**config.mk**
```make
export PLATFORM = sky130hd
export DESIGN_NAME = server_slot_arbiter_flat
export DESIGN_NICKNAME = d
export VERILOG_FILES = /design/src/rtl/server_slot_arbiter_pkg.sv /design/src/rtl/server_slot_arbiter_if.sv /design/src/rtl/server_slot_arbiter_rr_pick.sv /design/src/rtl/server_slot_arbiter.sv /design/src/flat_wrapper.sv
export SDC_FILE = /design/constraint.sdc
export NUM_CORES = 1
export LEC_CHECK = 0
export ABC_AREA = 1
export CORE_MARGIN = 5
export CORE_UTILIZATION = 53
export CTS_CLUSTER_DIAMETER = 30
export DETAILED_ROUTE_END_ITERATION = 7
export PLACE_DENSITY_LB_ADDON = 0.12
export SLEW_MARGIN = 10
export SYNTH_ARGS = -nofsm -noshare
export SYNTH_HDL_FRONTEND = slang
export SYNTH_SLANG_ARGS = --single-unit
export TNS_END_PERCENT = 1
```
**constraint.sdc**
```tcl
create_clock -name clk -period 7.87 [get_ports clk]
set_clock_uncertainty 0.15 [all_clocks]
set_input_delay 1.1805 -clock clk [delete_from_list [all_inputs] [get_ports clk]]
set_output_delay 1.1805 -clock clk [all_outputs]
set_load 0.02 [all_outputs]
```
**src/rtl/server_slot_arbiter_pkg.sv**
```systemverilog
// Shared types and helpers for server_slot_arbiter: occupancy state encoding,
// default sizing and a population count used by the slot counter.
package server_arb_pkg;

  typedef enum logic [1:0] {
    EMPTY   = 2'd0,
    PARTIAL = 2'd1,
    FULL    = 2'd2
  } arb_state_e;

  localparam int DEF_NUM_REQ   = 4;
  localparam int DEF_MAX_SLOTS = 3;

  // Widest supported request vector; narrower vectors are zero-extended.
  localparam int POP_W = 16;

  function automatic logic [4:0] popcount(input logic [POP_W-1:0] v);
    logic [4:0] n;
    n = '0;
    for (int unsigned i = 0; i < POP_W; i++) begin
      n = n + {4'd0, v[i]};
    end
    return n;
  endfunction

endpackage

```
**src/rtl/server_slot_arbiter_if.sv**
```systemverilog
// Request/grant bundle between student ports and server_slot_arbiter.
// Optional statistics signals exist only when SERVER_ARB_STATS_EN is defined.
interface server_slot_arbiter_if #(
  parameter int NUM_REQ = server_arb_pkg::DEF_NUM_REQ
);
  localparam int CNT_W = $clog2(NUM_REQ + 1);

  logic [NUM_REQ-1:0] req_conn;
  logic [NUM_REQ-1:0] req_disc;
  logic [NUM_REQ-1:0] gnt;
  logic [NUM_REQ-1:0] connected;
  logic [CNT_W-1:0]   conn_cnt;
  logic               slot_avail;
  logic               full;
`ifdef SERVER_ARB_STATS_EN
  logic [15:0]        deny_cnt;
  logic [CNT_W-1:0]   peak_cnt;
`endif

  modport master (
    output req_conn, req_disc,
    input  gnt, connected, conn_cnt, slot_avail, full
`ifdef SERVER_ARB_STATS_EN
    , input deny_cnt, peak_cnt
`endif
  );

  modport slave (
    input  req_conn, req_disc,
    output gnt, connected, conn_cnt, slot_avail, full
`ifdef SERVER_ARB_STATS_EN
    , output deny_cnt, peak_cnt
`endif
  );

endinterface

```
**src/rtl/server_slot_arbiter_rr_pick.sv**
```systemverilog
// Combinational round-robin picker: first set bit of req scanning upward
// from ptr with wrap-around, returned as one-hot, index and valid.
module rr_pick #(
  parameter int N     = 4,
  parameter int PTR_W = $clog2(N)
) (
  input  logic [N-1:0]     req,
  input  logic [PTR_W-1:0] ptr,
  output logic [N-1:0]     win,
  output logic [PTR_W-1:0] win_idx,
  output logic             valid
);

  logic [PTR_W:0] pos;

  always_comb begin
    win     = '0;
    win_idx = '0;
    valid   = 1'b0;
    pos     = '0;
    for (int unsigned off = 0; off < N; off++) begin
      // Extra MSB keeps ptr+off from overflowing before the modulo fold.
      pos = {1'b0, ptr} + (PTR_W+1)'(off);
      if (pos >= (PTR_W+1)'(N)) begin
        pos = pos - (PTR_W+1)'(N);
      end
      if (!valid && req[pos[PTR_W-1:0]]) begin
        valid   = 1'b1;
        win_idx = pos[PTR_W-1:0];
      end
    end
    win[win_idx] = valid;
  end

endmodule

```
**src/rtl/server_slot_arbiter.sv**
```systemverilog
// Round-robin connection-slot arbiter for the server front end.
// Define SERVER_ARB_STATS_EN to add the deny_cnt / peak_cnt statistics outputs.
module server_slot_arbiter
  import server_arb_pkg::*;
#(
  parameter int NUM_REQ   = DEF_NUM_REQ,
  parameter int MAX_SLOTS = DEF_MAX_SLOTS
) (
  input logic                  clk,
  input logic                  rst_n,
  server_slot_arbiter_if.slave bus
);

  localparam int CNT_W = $clog2(NUM_REQ + 1);
  localparam int PTR_W = $clog2(NUM_REQ);
  localparam logic [CNT_W-1:0] MAX_CNT = CNT_W'(MAX_SLOTS);

  logic [NUM_REQ-1:0] connected;
  logic [NUM_REQ-1:0] gnt;
  logic [NUM_REQ-1:0] conn_elig;
  logic [NUM_REQ-1:0] disc_vld;
  logic [NUM_REQ-1:0] win;
  logic [NUM_REQ-1:0] conn_next;
  logic [CNT_W-1:0]   conn_cnt;
  logic [CNT_W-1:0]   cnt_next;
  logic [PTR_W-1:0]   rr_ptr;
  logic [PTR_W-1:0]   win_idx;
  logic [PTR_W-1:0]   ptr_next;
  logic               win_vld;
  logic               grant;
  arb_state_e         state;

  function automatic arb_state_e state_of(input logic [CNT_W-1:0] c);
    if (c == '0)      return EMPTY;
    if (c == MAX_CNT) return FULL;
    return PARTIAL;
  endfunction

  // A connected port can only disconnect; an unconnected one can only connect.
  assign conn_elig = bus.req_conn & ~connected;
  assign disc_vld  = bus.req_disc & connected;

  rr_pick #(
    .N     (NUM_REQ),
    .PTR_W (PTR_W)
  ) u_pick (
    .req     (conn_elig),
    .ptr     (rr_ptr),
    .win     (win),
    .win_idx (win_idx),
    .valid   (win_vld)
  );

  // Capacity is judged on the registered count, so freed slots wait a cycle.
  assign grant     = win_vld && (conn_cnt < MAX_CNT);
  assign conn_next = (connected & ~disc_vld) | (grant ? win : '0);
  assign cnt_next  = conn_cnt - CNT_W'(popcount(POP_W'(disc_vld))) + CNT_W'(grant);
  assign ptr_next  = (win_idx == PTR_W'(NUM_REQ - 1)) ? '0 : win_idx + 1'b1;

  always_ff @(posedge clk or negedge rst_n) begin
    if (!rst_n) begin
      connected <= '0;
      gnt       <= '0;
      conn_cnt  <= '0;
      rr_ptr    <= '0;
      state     <= EMPTY;
    end else begin
      connected <= conn_next;
      gnt       <= grant ? win : '0;
      conn_cnt  <= cnt_next;
      state     <= state_of(cnt_next);
      if (grant) begin
        rr_ptr <= ptr_next;
      end
    end
  end

  assign bus.gnt        = gnt;
  assign bus.connected  = connected;
  assign bus.conn_cnt   = conn_cnt;
  assign bus.slot_avail = (conn_cnt < MAX_CNT);
  assign bus.full       = (conn_cnt == MAX_CNT);

  a_state_matches_cnt : assert property (
    @(posedge clk) disable iff (!rst_n) state == state_of(conn_cnt)
  );

`ifdef SERVER_ARB_STATS_EN
  logic [15:0]      deny_cnt;
  logic [CNT_W-1:0] peak_cnt;

  always_ff @(posedge clk or negedge rst_n) begin
    if (!rst_n) begin
      deny_cnt <= '0;
      peak_cnt <= '0;
    end else begin
      if (state == FULL && |conn_elig && deny_cnt != '1) begin
        deny_cnt <= deny_cnt + 1'b1;
      end
      if (cnt_next > peak_cnt) begin
        peak_cnt <= cnt_next;
      end
    end
  end

  assign bus.deny_cnt = deny_cnt;
  assign bus.peak_cnt = peak_cnt;
`endif

endmodule
```
**src/flat_wrapper.sv**
```systemverilog
// flat-port wrapper written by rule: the top's interface ports become plain ports
module server_slot_arbiter_flat import server_arb_pkg::*;
#(
  parameter int NUM_REQ   = DEF_NUM_REQ,
  parameter int MAX_SLOTS = DEF_MAX_SLOTS
)
  (clk, rst_n, bus_req_conn, bus_req_disc, bus_gnt, bus_connected, bus_conn_cnt, bus_slot_avail, bus_full);
  server_slot_arbiter_if #(.NUM_REQ(NUM_REQ)) bus_i ();
  input logic clk;
  input logic rst_n;
  input wire logic [$bits(bus_i.req_conn)-1:0] bus_req_conn;
  input wire logic [$bits(bus_i.req_disc)-1:0] bus_req_disc;
  output wire logic [$bits(bus_i.gnt)-1:0] bus_gnt;
  output wire logic [$bits(bus_i.connected)-1:0] bus_connected;
  output wire logic [$bits(bus_i.conn_cnt)-1:0] bus_conn_cnt;
  output wire logic [$bits(bus_i.slot_avail)-1:0] bus_slot_avail;
  output wire logic [$bits(bus_i.full)-1:0] bus_full;
  assign bus_i.req_conn = bus_req_conn;
  assign bus_i.req_disc = bus_req_disc;
  assign bus_gnt = bus_i.gnt;
  assign bus_connected = bus_i.connected;
  assign bus_conn_cnt = bus_i.conn_cnt;
  assign bus_slot_avail = bus_i.slot_avail;
  assign bus_full = bus_i.full;
  server_slot_arbiter #(.NUM_REQ(NUM_REQ), .MAX_SLOTS(MAX_SLOTS)) u_core (.clk(clk), .rst_n(rst_n), .bus(bus_i));
endmodule
```
# Word-level counts from Yosys, hierarchy flattened
# Index checks and enable logic that the tools add are counted.
[classes]
bitwise = 7
addsub = 13
mux = 24
magnitude_cmp = 11
n_reduce_logical = 8
n_eq_ne = 2
[op_table]
columns = ["operator", "count"]
rows = [
  ["$mux 2", 9],
  ["$and 4x4->4", 4],
  ["$lt 2x3->1 const B", 5],
  ["$add 3x1->3", 3],
  ["$ge 3x3->1 const B", 3],
  ["$mux 1", 9],
  ["$bmux 1 s2", 4],
  ["$not 4->4", 2],
  ["$sub 2x1->2 const B", 4],
  ["$add 2x2->3 const B", 2],
  ["$logic_and 1x1->1", 5],
  ["$mux 4", 1],
  ["$or 4x4->4", 1],
  ["$add 2x1->3 const B", 1],
  ["$eq 3x2->1 const B", 1],
  ["$ge 2x3->1 const B", 1],
  ["$logic_not 1->1", 3],
  ["$lt 3x2->1 const B", 1],
  ["$sub 3x3->3", 1],
  ["$add 1x1->2", 1],
  ["$add 2x1->2 const B", 1],
  ["$demux 1 s2", 1],
  ["$eq 2x2->1 const B", 1],
  ["$ge 2x1->1 const B", 1],
]
[word_totals]
register_bits = 13
out_inout_bits = 13

# Logic depth before layout (Yosys ltp)
[depth]
depth_word = 21
mapped_depth = 15
ltp_nobuf = 13

# Cells and area by module
# A second synthesis with hierarchy kept.
[unflattened]
hier_cells = 149
hier_area_um2 = 1057.3
[modules_own_cells]
columns = ["mod", "cells_per_inst", "n_inst", "seq_area_each_um2", "area_each_um2"]
rows = [
  ["server_slot_arbiter", 75, 1, 325.3, 664.4],
  ["rr_pick", 74, 1, 0.0, 392.9],
]

# Worst setup path after synthesis
# OpenSTA, ideal clock, no wires.
[synth_path]
path_kind = "input to register"
startpoint = "input port bus_req_disc[2]"
endpoint = "register u_core.conn_cnt[2] (netlist: u_core.bus.conn_cnt[2])"
path_slack_ps = 4445
path_buffers = 0
t_arrival_ps = 3150
stages = 9
cell_sequence = "nand2_1 -> inv_1 -> fa_1 -> fa_1 -> fa_1 -> inv_1 -> ha_1 -> xor2_1 -> xnor2_1"
[synth_via]
elab_chain_len = 5
[synth_rtl]
columns = ["element", "line_no", "source"]
rows = [
  ["start, declared", "flat_wrapper.sv:12", "input wire logic [$bits(bus_i.req_disc)-1:0] bus_req_disc;"],
  ["$and 4x4->4", "server_slot_arbiter.sv:41", "assign disc_vld = bus.req_disc & connected;"],
  ["$add 3x1->3 (2 in series)", "server_slot_arbiter_pkg.sv:21", "n = n + {4'd0, v[i]};"],
  ["$sub 3x3->3", "server_slot_arbiter.sv:57", "assign cnt_next = conn_cnt - CNT_W'(popcount(POP_W'(disc_vld))) + CNT_W'(grant);"],
  ["$add 3x1->3", "server_slot_arbiter.sv:57", ""],
  ["via u_core.cnt_next[2]", "server_slot_arbiter.sv:25", "logic [CNT_W-1:0] cnt_next;"],
  ["end signal, assigned", "server_slot_arbiter.sv:70", "conn_cnt <= cnt_next;"],
  ["end, declared", "server_slot_arbiter.sv:24", "logic [CNT_W-1:0] conn_cnt;"],
]
# The timed path passes the listed nets, and every way through them passes these cells.
# A chain may end at the register's enable or synchronous reset.

# Worst setup path in the final report
[layout_path]
startpoint = "input port bus_req_conn[3]"
endpoint = "register u_core.conn_cnt[2] (netlist: u_core.bus.conn_cnt[2])"
[layout_via]
elab_chain_len = 15
[layout_rtl]
columns = ["element", "line_no", "source"]
rows = [
  ["start, declared", "flat_wrapper.sv:11", "input wire logic [$bits(bus_i.req_conn)-1:0] bus_req_conn;"],
  ["$and 4x4->4 *", "server_slot_arbiter.sv:40", "assign conn_elig = bus.req_conn & ~connected;"],
  ["$bmux 1 s2", "server_slot_arbiter_rr_pick.sv:27", "if (!valid && req[pos[PTR_W-1:0]]) begin"],
  ["$mux 1 (not written as such)", "server_slot_arbiter_rr_pick.sv:27", ""],
  ["$mux 1", "server_slot_arbiter_rr_pick.sv:27", ""],
  ["$logic_not 1->1", "server_slot_arbiter_rr_pick.sv:27", ""],
  ["$logic_and 1x1->1", "server_slot_arbiter_rr_pick.sv:27", ""],
  ["$mux 1", "server_slot_arbiter_rr_pick.sv:27", ""],
  ["$logic_not 1->1", "server_slot_arbiter_rr_pick.sv:27", ""],
  ["$logic_and 1x1->1", "server_slot_arbiter_rr_pick.sv:27", ""],
  ["$mux 1", "server_slot_arbiter_rr_pick.sv:27", ""],
  ["$logic_not 1->1", "server_slot_arbiter_rr_pick.sv:27", ""],
  ["$logic_and 1x1->1", "server_slot_arbiter_rr_pick.sv:27", ""],
  ["$mux 1 *", "server_slot_arbiter_rr_pick.sv:27", ""],
  ["$logic_and 1x1->1 *", "server_slot_arbiter.sv:55", "assign grant = win_vld && (conn_cnt < MAX_CNT);"],
  ["$add 3x1->3 *", "server_slot_arbiter.sv:57", ""],
  ["via u_core.cnt_next[2]", "server_slot_arbiter.sv:25", ""],
]
# Mark *: on every way through the listed nets, which the timed path passes. The rest lies on a longest branch. The select of a mux whose other input is x is not followed.

==> reports/metrics.csv <==
stage;metric;value;unit
sta;Final Hold Viols;0;
worst_hold_path;Hold Path Class;reg -> reg;
critical_path;CP required;7.90;ns
finish;final core occ;0.709;
finish;commonest cells after routing, fill and taps aside;33 x nand2_1, 22 x clkdlybuf4s50_1, 18 x inv_1;
logic_synthesis;Avg Cell Area, Syn;7.97;µm²
die;Top Ports;23;
critical_path;Critical Path AT;3.71;ns
die;Die W;53.5;µm
critical_path;startpoint types;input port;
sta;final hold slack;0.385;ns
critical_path;worst reg-to-reg path cell count;13;
placement;Port Buf Inserts;22;
critical_path;worst setup path class;in -> reg;
worst_hold_path;hold path cells;1;
die;Die Y;53.5;µm
power_and_ir_drop;power density over cell area;457;nW/µm²
finish;area occupied by multi-input gates;567;µm²
routing;initial drt markers;22;
routing;WL per Instance;12.2;µm
global_route;vias in the first global route;849;
clock_tree;hold buffers post-CTS;0;
routing;total number of vias;852;
critical_path;crit-path max FO;12;
clock_tree;clk slew on worst S/H paths;0.08;ns
global_route;largest net degree at the start of global routing;14;
clock_tree;root buffer cell;clkbuf_4;
routing;First-pass DRT Iterations;4;
logic_synthesis;synthesized area;1000;µm²
die;die area;2870;µm²
clock_tree;Clk Latency, worst-skew pair;0.30;ns
sta;Worst Tran Pin Value;0.563;ns
finish;share of layout cells above drive strength 1;0.107;
clock_tree;Max Root-Sink Buffers;2;
sta;Final min period;3.68;ns
logic_synthesis;flops & latches, synth;13;
clock_tree;post-CTS setup buffers;0;
finish;ant diodes;0;
sta;max_slew headroom;0.623;
sta;fin crit share;0.467;
finish;register area;325;µm²
logic_synthesis;synth warn;0;
finish;leading cell type in the layout, fill and taps excluded;nand2_1;
global_route;initial antenna violation count;0;
critical_path;Crit. End Element;flop;
die;initial cell density of the core;0.570;
logic_synthesis;Synthesized Nets;148;
global_route;total congestion overflow;0;
clock_tree;TritonCTS clock tree;done;
clock_tree;Post-CTS Resized;0;
job;Max Cap Violations;0;
sta;fin. max-slew vios;0;
finish;fillcell total;156;
logic_synthesis;Cell variety after synth;21;
power_and_ir_drop;Lkg Pwr;0.680;nW
logic_synthesis;Cells after Synth;126;
routing;DR vias/cell;4.90;
clock_tree;TritonCTS Buffers;3;
global_route;first-pass GRT wire length;3.67;mm
placement;gpl congestion;0.896;
clock_tree;clk sinks;13;
finish;final-stage net count;172;
sta;Setup TNS;0;ns
power_and_ir_drop;Final Power;571;µW
sta;# setup viols final;0;
routing;DRC viols;0;
placement;hpwl dp;1.71;mm
sta;RSZ-0062 raised after global routing;no;
sta;Max Fclk;272;MHz
routing;Final Routed Wirelength;2.12;mm
die;Core ar.;1760;µm²
power_and_ir_drop;Max IR drop VDD;0.284;mV
routing;Post-DRT Antenna Nets;0;
die;# rows;15;
clock_tree;# H-tree levels;1;
outcome;status;completed;
finish;Area growth, synth to finish;24.4;%
global_route;Tot GR Track Use;0.180;
logic_synthesis;post-synthesis sequential area ratio;0.324;
[worst max-delay path, cell delays in order]
cell             delay [ns]
clkdlybuf4s50_1        0.48
nand3_1                0.13
nand3_1                0.12
nand2_1                0.09
nand3_2                0.10
o21ai_2                0.15
fa_1                   0.46
fa_1                   0.49
inv_1                  0.04
ha_1                   0.19
xor2_1                 0.15
xnor2_1                0.12
[cell families after synthesis]
logic type | share of synthesized area
buffers and inverters | 0.112
and+or+nand+nor | 0.315
DFF | 0.324
adders and majority gates | 0.172
AOI/OAI and AO/OA | 0.0511
xor gates and xnor gates | 0.0262
[routing by layer]
| metal | vias up | routed length, µm | global-route usage |
|---|---|---|---|
| li1 | 432 | - | - |
| met1 | 391 | 991 | 0.228 |
| met2 | 24 | 978 | 0.298 |
| met3 | 5 | 104 | 0.0194 |
| met4 | 0 | 50 | 0.102 |
| met5 | - | 0 | 0 |
[where the power goes]
group	switching (mW)	internal (mW)
clock network	0.0260	0.0190
registers	0.0267	0.0957
logic	0.247	0.157
total	0.299	0.271
[through the flow]
| step | std cells | worst slack, ns | area [µm²] |
|---|---|---|---|
| after floorplan | 126 | 4.44 | 1000 |
| after global placement | 170 | 3.93 | 1220 |
| after detailed placement | 170 | 3.89 | 1220 |
| after CTS | 174 | 4.20 | 1250 |
| after global routing | 174 | 4.03 | 1250 |
| final | 174 | 4.19 | 1250 |
[state kept, by name, summed over array words and instances, names as in the netlist]
register	count
u_core.bus.conn_cnt	3
u_core.bus.connected	4
u_core.bus.gnt	4
u_core.rr_ptr	2
[synth_stat cells (all sizes together)]
library cell / instances / share of area
o21ai: 1 / 0.0087
o21bai: 4 / 0.030
ha: 9 / 0.11
nand2: 37 / 0.15
nand4: 2 / 0.012
xor2: 1 / 0.0087
a21boi: 1 / 0.0075
dfrtp: 13 / 0.32
nand3: 15 / 0.095
xnor2: 2 / 0.017
nor2: 14 / 0.055
buf: 3 / 0.034
fa: 3 / 0.060
inv: 19 / 0.073
a21oi: 1 / 0.0050
clkinv: 1 / 0.0050
[cell type report]
type | instances | share of cell area
inverters | 20 | 0.0631
well taps | 25 | 0.0250
flip-flops and latches | 13 | 0.260
clock buffers | 3 | 0.0180
multi-input cells | 90 | 0.453
clock inverters | 1 | 0.00400
repair buffers | 22 | 0.176
[final timing paths]
check                                        from                     end  slack [ns]
max                               bus_req_conn[3]  u_core.bus.conn_cnt[2]        4.19
min in group asynchronous                   rst_n       u_core.bus.gnt[0]        1.09
min                        u_core.bus.conn_cnt[0]  u_core.bus.conn_cnt[0]        0.39
max reg2reg                      u_core.rr_ptr[1]  u_core.bus.conn_cnt[2]        4.87
min reg2reg                u_core.bus.conn_cnt[0]  u_core.bus.conn_cnt[0]        0.39
max in group asynchronous                   rst_n       u_core.bus.gnt[1]        6.11
Power figures use the tool's default switching activity.
